## config.mk

```make
export PLATFORM = sky130hd
export DESIGN_NAME = regfile_wr_arbiter
export DESIGN_NICKNAME = d
export VERILOG_FILES = /design/src/rtl/regfile_wr_arbiter.sv
export SDC_FILE = /design/constraint.sdc
export NUM_CORES = 1
export LEC_CHECK = 0
export BUFFER_PORTS_ARGS = -buffer_cell sky130_fd_sc_hd__buf_2
export CAP_MARGIN = 20
export CORE_ASPECT_RATIO = 0.75
export CORE_UTILIZATION = 45
export DETAILED_ROUTE_END_ITERATION = 12
export GPL_TIMING_DRIVEN = 0
export PLACE_DENSITY = 0.95
export SLEW_MARGIN = 5
export SYNTH_ARGS = -nofsm -noshare
export SYNTH_HDL_FRONTEND = slang
export SYNTH_SLANG_ARGS = --single-unit
```

## constraint.sdc

```tcl
create_clock -name clk -period 8 [get_ports clk]
set_clock_uncertainty 0.05 [all_clocks]
set_input_delay 0.4 -clock clk [delete_from_list [all_inputs] [get_ports clk]]
set_output_delay 0.4 -clock clk [all_outputs]
set_load 0.005 [all_outputs]
```

## src/rtl/regfile_wr_arbiter.sv

```systemverilog
// Round-robin arbiter sharing one register-file write port among NUM_REQ producers.
// Registered issue stage; writes to out-of-range destinations are dropped and flagged.
module regfile_wr_arbiter #(
  parameter int unsigned NUM_REQ  = 3,
  parameter int unsigned DATA_W   = 16,
  parameter int unsigned ADDR_W   = 16,
  parameter int unsigned NUM_REGS = 12
) (
  input  logic                         clk,
  input  logic                         rst,
  input  logic [NUM_REQ-1:0]           req_valid,
  input  logic [NUM_REQ*ADDR_W-1:0]    req_dest,
  input  logic [NUM_REQ*DATA_W-1:0]    req_data,
  output logic [NUM_REQ-1:0]           req_ready,
  input  logic                         wr_stall,
  output logic                         wr_en,
  output logic [ADDR_W-1:0]            wr_dest,
  output logic [DATA_W-1:0]            wr_val,
  output logic                         err_valid,
  output logic [$clog2(NUM_REQ)-1:0]   err_id
);

  localparam int unsigned ID_W  = $clog2(NUM_REQ);
  localparam int unsigned SUM_W = ID_W + 1;

  logic [ID_W-1:0]   r_rr_ptr;
  logic              r_wr_en;
  logic [ADDR_W-1:0] r_wr_dest;
  logic [DATA_W-1:0] r_wr_val;
  logic              r_err_valid;
  logic [ID_W-1:0]   r_err_id;

  logic [ID_W-1:0]   w_gnt_idx;
  logic [ID_W-1:0]   w_idx;
  logic [ID_W-1:0]   w_next_ptr;
  logic [SUM_W-1:0]  w_sum;
  logic              w_found;
  logic              w_xfer;
  logic              w_legal;
  logic [ADDR_W-1:0] w_sel_dest;
  logic [DATA_W-1:0] w_sel_data;

  // Search upward from r_rr_ptr with wrap; no grants in reset or while stalled.
  always_comb begin
    w_found   = 1'b0;
    w_gnt_idx = '0;
    w_sum     = '0;
    w_idx     = '0;
    req_ready = '0;
    for (int k = 0; k < int'(NUM_REQ); k++) begin
      w_sum = SUM_W'(r_rr_ptr) + SUM_W'(k);
      if (w_sum >= SUM_W'(NUM_REQ)) begin
        w_sum = w_sum - SUM_W'(NUM_REQ);
      end
      w_idx = w_sum[ID_W-1:0];
      if (!w_found && req_valid[w_idx]) begin
        w_found   = 1'b1;
        w_gnt_idx = w_idx;
      end
    end
    if (rst && !wr_stall && w_found) begin
      req_ready[w_gnt_idx] = 1'b1;
    end
  end

  // Payload mux for the granted requester.
  always_comb begin
    w_sel_dest = '0;
    w_sel_data = '0;
    for (int i = 0; i < int'(NUM_REQ); i++) begin
      if (w_gnt_idx == ID_W'(i)) begin
        w_sel_dest = req_dest[i*ADDR_W +: ADDR_W];
        w_sel_data = req_data[i*DATA_W +: DATA_W];
      end
    end
  end

  assign w_xfer     = |(req_valid & req_ready);
  assign w_legal    = (w_sel_dest < ADDR_W'(NUM_REGS));
  assign w_next_ptr = (w_gnt_idx == ID_W'(NUM_REQ - 1)) ? '0 : w_gnt_idx + 1'b1;

  // Pointer advance and issue stage; wr_dest/wr_val hold unless a legal write issues.
  always_ff @(posedge clk or negedge rst) begin
    if (!rst) begin
      r_rr_ptr    <= '0;
      r_wr_en     <= 1'b0;
      r_wr_dest   <= '0;
      r_wr_val    <= '0;
      r_err_valid <= 1'b0;
      r_err_id    <= '0;
    end else begin
      r_wr_en     <= 1'b0;
      r_err_valid <= 1'b0;
      if (w_xfer) begin
        r_rr_ptr <= w_next_ptr;
        if (w_legal) begin
          r_wr_en   <= 1'b1;
          r_wr_dest <= w_sel_dest;
          r_wr_val  <= w_sel_data;
        end else begin
          r_err_valid <= 1'b1;
          r_err_id    <= w_gnt_idx;
        end
      end
    end
  end

  assign wr_en     = r_wr_en;
  assign wr_dest   = r_wr_dest;
  assign wr_val    = r_wr_val;
  assign err_valid = r_err_valid;
  assign err_id    = r_err_id;

endmodule

```

==> results by group, run 1 <==
Synth
  – Post-Synthesis Cell Area: approximately 2100 µm²
  – Mapped Cells: approximately 200
  – Synth unique cells: 35
  – Synth Register Bits: 38
  – Yosys top cell by area: dfrtp_1
  – Mapped Avg Cell Area: around 10 µm²
  – Mapped Nets: between 300 and 400
  – Area fraction of the dominant cell type after synthesis: roughly 45%
  – Yosys warns: 0
  – Sequential area share after synthesis: 45.24%
  – Synth area leaders: dfrtp_1 (45%), mux2i_1 (10%), mux2_1 (9.1%)

STA
  – Worst setup margin: around 4.5 ns
  – Tmin final: roughly 3.5 ns
  – Period utilization: 43.21%
  – Worst-margin pin slew: 0.8367 ns
  – Setup TNS: 0 ns
  – Max-slew violation count: 0
  – Final hold violation count: 0
  – Rel. slew slack: approximately 44%
  – Setup violations, final: 0
  – Fmax: approximately 290 MHz
  – RSZ-0062 raised after global routing: false

Global route
  – Number of global-route vias before repair: about 2000
  – Largest net degree at the start of global routing: 40
  – Overflow left after global routing: 0
  – Total GRT Usage: a little under a quarter
  – Initial antenna violation count: 0
  – First-pass GRT wire length: between 8 and 9 mm

Setup path
  – Worst Path Max Fanout: 10
  – Critical-path cell list: inv_1 > ha_1 > nand2b_1 > a21oi_1 > o311a_1 > nor2_1 > buf_2 > inv_1 > nor2_1 > buf_2
  – Crit path arrival time: between 3 and 4 ns
  – Worst path slowest cell: dfrtp_1
  – Worst path max stage delay: 0.40 ns
  – Crit Path Class: reg2out
  – WP data required: ~7.6 ns
  – Crit end category: output pin
  – Crit start category: flop

Finish
  – Final net count: approximately 460
  – Final instance area: 3017 µm²
  – Area grow syn2layout: 43.51%
  – Fillers: ~380
  – N_diodes: 0
  – Share of layout cells above drive strength 1: approximately 46%
  – Final core utilization: between 60% and 70%

Power
  – Clock power share: between 20% and 30%
  – Internal power: approximately 580 µW
  – Worst VDD drop: 0.0001521 V
  – Sequential power share: between 30% and 40%
  – LEAKAGE: roughly 0.0017 µW
  – Power per standard cell area: just over 300 nW/µm²
  – Switching Fraction: between 30% and 40%
  – Net Switching: around 330 µW
  – Logic gate share of total power: 48.1%

Place
  – Post-DP Area: between 2000 and 3000 µm²
  – Post-DP HPWL: roughly 4.5 mm
  – IO Port Bufs: 140
  – RD Place Congestion: between 0.8 and 0.9
  – Dpl ws: 4.657 ns

Detailed routing
  – WL/cell: around 13 µm
  – 1st-pass router iterations: 4
  – Vias per std cell: around 5.1
  – Antenna Violating Nets Remaining: 0
  – Wirelength, routed: about 5.5 mm
  – DRC errors left: 0
  – First DRT Iteration DRCs: between 100 and 150
  – Vias: 2080

Clocking
  – CTS H-tree lvls: 2
  – Postcts setup bufs: 0
  – Num CTS Buffers: 5
  – Root buf cell: clkbuf_8
  – Clock transition at path regs: approximately 0.080 ns
  – PostCTS Resize Cnt: 0
  – Hold Buf Count CTS: 0
  – Worst-Skew Late Latency: between 0.2 and 0.3 ns
  – CTS tree: built
  – Clk buf depth: 2
  – Clock sinks: 38

Run status
  – Status: finished, final reports clean

Floorplan
  – Initial Util: a little under half
  – Die Wd: approximately 81 µm
  – Die area: ~5000 µm²
  – I/O Pins: 141
  – Core area: roughly 4500 µm²
  – Die span in y: between 60 and 70 µm
  – Row count: 21

Job
  – Max Cap Viol: 0

Worst hold path
  – Hold crit path type: in2async
worst paths after layout:
| check | start | to | slack [ns] | depth (start not counted) |
|---|---|---|---|---|
| worst min-delay path | rst | wr_val[7]$_DFFE_PN0P_ | 0.16 | 1 |
| max in group asynchronous | rst | wr_val[1]$_DFFE_PN0P_ | 7.21 | 1 |
| min in group clk | req_data[41] | wr_val[9]$_DFFE_PN0P_ | 0.38 | 4 |
| worst max register to register | r_rr_ptr[0]$_DFFE_PN0P_ | wr_val[12]$_DFFE_PN0P_ | 4.66 | 10 |
| worst max-delay path | r_rr_ptr[0]$_DFFE_PN0P_ | req_ready[1] | 4.54 | 10 |
| worst min register to register | wr_val[0]$_DFFE_PN0P_ | wr_val[0]$_DFFE_PN0P_ | 0.44 | 1 |
power groups by stage:
stage | clock network (µW) | logic, µW | registers, µW
2_1_floorplan | 0 | 278 | 288
3_3_place_gp | 0 | 421 | 280
3_5_place_dp | 0 | 441 | 285
4_1_cts | 196 | 442 | 282
5_1_grt | 204 | 491 | 288
6_report | 191 | 438 | 281
cell usage after synthesis, drive strengths merged:
cell and n:
a21oi 1, o31ai 1, or2 1, a2111oi 2
and4b 1, o21ba 2, o2111ai 2, a221oi 1
nor4 10, o311a 1, ha 4, nand2 22
buf 5, o311ai 1, nor2b 12, and3 1
a21o 3, nor2 7, mux2 19, dfrtp 38
a221o 1, or3 1, a31oi 2, mux2i 22
clkbuf 4, o21ai 19, nand3 3, inv 10
nand2b 4, nor3 2, a31o 1
layer usage:
layer  part of all wire (%)  vias up  GRT usage (%)
met5                      0        -              0
met4                    1.4        0          9.694
met3                    6.3       10          5.481
met1                     42      955          28.38
li1                       -     1025              -
met2                     50       90          41.54
worst max-delay path, delay by kind of cell, from the launching register on:
family / cells / cell delay [ns]
buf+inv: 4 / 0.72
simple gates: 3 / 0.72
compound gates: 2 / 0.50
flops: 1 / 0.40
fa+ha+maj: 1 / 0.38
layout make-up:
cell class / count / area, µm² / area share, %
multi-input cells: 146 / 1069 / 35.42
well taps: 57 / 71.32 / 2.364
flip-flops and latches: 38 / 950.9 / 31.52
repair buffers: 141 / 705.7 / 23.39
inverters: 10 / 37.54 / 1.244
clock buffers: 5 / 68.82 / 2.281
plain buffers: 9 / 45.04 / 1.493
clock inverters: 3 / 68.82 / 2.281
stage by stage:
| step | std cells | hold slack, ns | total power (µW) |
|---|---|---|---|
| 4_1_cts | 409 | 0.1848 | 919.5 |
| 2_1_floorplan | 203 | 0.05441 | 566.0 |
| 6_report | 409 | 0.1627 | 911.3 |
| 5_1_grt | 409 | 0.2317 | 982.2 |
| 3_3_place_gp | 400 | 0.4122 | 701.3 |
| 3_5_place_dp | 401 | 0.4238 | 726.6 |
cells by family after synthesis:
logic type,share of synthesized area [%]
buf+inv,3.928
flops,45.24
compound gates,11.61
simple gates,16.19
fa+ha+maj,2.381
mux,20.65
cell usage in the layout, fill, tap and decap left out, types with 5 or more instances in the layout:
cell type / count
nand2_1: 22
nor2_1: 7
o21ai_0: 18
buf_2: 144
nor2b_1: 12
nor4_1: 9
mux2_1: 17
mux2i_1: 22
clkbuf_8: 5
dfrtp_1: 38
inv_1: 10
flip-flops by register name, summed over array words and instances (netlist names):
| name | flops |
|---|---|
| wr_en | 1 |
| wr_dest | 16 |
| wr_val | 16 |
| err_valid | 1 |
| err_id | 2 |
| r_rr_ptr | 2 |
Power figures use the tool's default switching activity.
==> inputs of run 2 (changes only) <==
--- a/config.mk
+++ b/config.mk
@@ -8,10 +8,10 @@
 export BUFFER_PORTS_ARGS = -buffer_cell sky130_fd_sc_hd__buf_2
 export CAP_MARGIN = 20
 export CORE_ASPECT_RATIO = 0.75
-export CORE_UTILIZATION = 45
+export CORE_UTILIZATION = 38
 export DETAILED_ROUTE_END_ITERATION = 12
 export GPL_TIMING_DRIVEN = 0
-export PLACE_DENSITY = 0.95
+export PLACE_DENSITY = 0.88
 export SLEW_MARGIN = 5
 export SYNTH_ARGS = -nofsm -noshare
 export SYNTH_HDL_FRONTEND = slang
==> constraint.sdc (replaced) <==
create_clock -name clk -period 3 [get_ports clk]
set_clock_uncertainty 0.05 [all_clocks]
set_input_delay 0.15 -clock clk [delete_from_list [all_inputs] [get_ports clk]]
set_output_delay 0.15 -clock clk [all_outputs]
set_load 0.005 [all_outputs]
==> run 2 against run 1 <==
Non-clock buffer count is 13 higher. Clock power up 94%. Sequential share of layout area fell by 3.0 points. Die area up 18%. Final area up 11%. Largest power group unchanged. Count of clock-buffer cells in the layout grew 1. Largest cell class unchanged. First-iteration DRC count fell by 51%. Worst hold slack got worse by 0.020 ns. Via count is 3.3% higher. Register-to-register slack worse by 4.6 ns.
==> results by group, run 2 (same netlist as run 1, synthesis figures left out) <==
STA
  – Setup TNS: 0 ns (unchanged)
  – Max-slew violation count: 0 (unchanged)
  – Rel. slew slack: 64.10% (+20 points)
  – Setup violations, final: 0 (unchanged)
  – Fmax: ~340 MHz
  – Final hold violation count: 0 (unchanged)
  – RSZ-0062 raised after global routing: true
  – Tmin final: 2.929 ns
  – Worst setup margin: 0.07065 ns (-4.473 ns)
  – Worst-margin pin slew: 0.5385 ns (-0.2983 ns)
  – Period utilization: roughly 100%

Global route
  – Initial antenna violation count: 0 (unchanged)
  – Total GRT Usage: 21.23% (-2.4 points)
  – Number of global-route vias before repair: 2013 (+2.7%)
  – First-pass GRT wire length: 9.308 mm (+7.6%)
  – Largest net degree at the start of global routing: 40 (unchanged)
  – Overflow left after global routing: 0 (unchanged)

Setup path
  – Crit end category: flop
  – Worst path max stage delay: 0.44 ns (+0.04 ns)
  – WP data required: 3.12 ns (-4.43 ns)
  – Sum of buffers and inverters on the critical path: 3 (-1)
  – Worst path slowest cell: dfrtp_2
  – Critical-path cell list: inv_4 > ha_4 > nand2b_4 > a21oi_4 > o311a_1 > or3_4 > a31o_4 > nor4_4 > buf_6 > bufbuf_16 > mux2_4
  – Crit start category: flop
  – Crit Path Class: reg2reg
  – Crit-path leading delay family: compound AO/OA/AOI/OAI gates
  – Crit path arrival time: 3.05 ns (+0.04 ns)
  – Worst Path Max Fanout: 5 (-5)

Detailed routing
  – First DRT Iteration DRCs: 50 (-51%)
  – Antenna Violating Nets Remaining: 0 (unchanged)
  – DRC errors left: 0 (unchanged)
  – Vias per std cell: 4.884 (-4.0%)
  – WL/cell: 14.07 µm (+4.4%)
  – Vias: 2149 (+3.3%)
  – 1st-pass router iterations: 4 (unchanged)
  – Wirelength, routed: 6.192 mm (+12%)

Run status
  – Status: finished, final reports clean

Power
  – Worst VDD drop: 0.0003816 V (+150%)
  – LEAKAGE: 0.001771 µW (+6.3%)
  – Design Power: 2669 µW (+190%)
  – Power per standard cell area: 797.5 nW/µm² (+160%)

Finish
  – Most frequent cells in the layout: buf_2 (142), dfrtp_1 (36), nand2_1 (22)
  – Final instance area: 3347 µm² (+11%)
  – Register area: 953.4 µm² (+0.26%)
  – Multi-input combinational cell area: 1252 µm² (+17%)
  – Share of layout cells above drive strength 1: 56.71% (+11 points)
  – Final net count: 470 (+2.8%)
  – Fillers: 442 (+17%)
  – N_diodes: 0 (unchanged)
  – Leading cell type in the layout, fill and taps excluded: buf_2
  – Area grow syn2layout: 59.23%

Floorplan
  – I/O Pins: 141 (unchanged)
  – Die span in y: 66.41 µm (+8.5%)
  – Die Wd: 87.88 µm (+8.6%)
  – Core area: 5324 µm² (+19%)
  – Initial Util: 39.48% (-7.6 points)
  – Row count: 23 (+9.5%)
  – Die area: 5836 µm² (+18%)

Place
  – Post-DP Area: 2902 µm² (+0.78%)
  – RD Place Congestion: 0.7826 (-8.4%)
  – IO Port Bufs: 140 (unchanged)
  – Post-DP HPWL: 4.378 mm (-2.3%)
  – Dpl ws: -0.3357 ns (-4.992 ns)

Clocking
  – CTS tree: built
  – Root buf cell: clkbuf_8
  – Clock transition at path regs: 0.08 ns (about the same)
  – Clock sinks: 38 (unchanged)
  – Worst-Skew Late Latency: 0.28 ns (about the same)
  – Num CTS Buffers: 5 (unchanged)
  – CTS H-tree lvls: 2 (unchanged)
  – Clk buf depth: 2 (unchanged)

Job
  – Max Cap Viol: 0 (unchanged)

Worst hold path
  – Hold crit path type: in2reg
run 2: cell types whose count changed in the layout (fill, tap and decap cells not counted), sizes merged:
cell	delta
buf	+10
clkbuf	+2
dlygate4sd3	+1
bufinv	-2
clkinvlp	+1
bufbuf	+1
run 2: what timing repair did:
| item | 4_1_cts | 5_1_grt |
|---|---|---|
| gates resized for setup | 22 | 31 |
| setup buffers | 8 | 3 |
| hold endpoints to repair | 38 | 0 |
| hold buffers | 1 | 0 |
| gates cloned | 2 | 0 |
| pin swaps | 5 | 3 |
| setup endpoints to repair | 35 | 33 |
run 2: power breakdown:
part	switching, µW	leakage, µW	total (µW)	internal, µW
clock network	185	0.0000472	370	185
registers	99.8	0.000497	772	673
logic	732	0.00123	1530	794
run 2: path summary, 6_finish.rpt:
| check | slack, ns | cells after the start | to | startpoint |
|---|---|---|---|---|
| max in group asynchronous | 2.16 | 2 | r_rr_ptr[1]$_DFFE_PN0P_ | rst |
| setup reg to reg | 0.07 | 11 | wr_dest[1]$_DFFE_PN0P_ | r_rr_ptr[0]$_DFFE_PN0P_ |
| hold / removal | 0.14 | 4 | wr_val[0]$_DFFE_PN0P_ | req_data[32] |
| min in group asynchronous | 0.36 | 2 | wr_dest[0]$_DFFE_PN0P_ | rst |
| hold reg to reg | 0.45 | 1 | wr_val[0]$_DFFE_PN0P_ | wr_val[0]$_DFFE_PN0P_ |
| setup / recovery | 0.07 | 11 | wr_dest[1]$_DFFE_PN0P_ | r_rr_ptr[0]$_DFFE_PN0P_ |
run 2: worst reg2reg max path, stage by stage, from the launching register on:
cell and delay [ns]:
dfrtp_2 0.44, inv_4 0.07, ha_4 0.27, nand2b_4 0.12
a21oi_4 0.07, o311a_1 0.37, or3_4 0.34, a31o_4 0.26
nor4_4 0.14, buf_6 0.15, bufbuf_16 0.25, mux2_4 0.29
run 2: through the flow:
step	cells	hold slack (ns)	util [%]
finish	440	0.1430	62.87
global route	440	0.1329	62.87
CTS	438	0.1272	60.19
detailed placement	419	0.2602	54.50
global placement	418	0.2367	54.41
floorplan	203	-0.1956	-
run 2: area by class of cell:
cell class	instances	share of cell area, %
multi-input cells	146	37.42
flip-flops and latches	38	28.49
repair buffers	155	25.83
well taps	75	2.804
clock buffers	6	2.467
plain buffers	8	1.421
inverters	10	1.196
clock inverters	2	0.3738
run 2: layer usage:
layer	vias up	part of all wire, %	global-route usage [%]
li1	1045	-	-
met1	1022	45	25.64
met2	75	50	37.79
met3	7	4.7	5.743
met4	0	0.47	4.303
met5	-	0	0
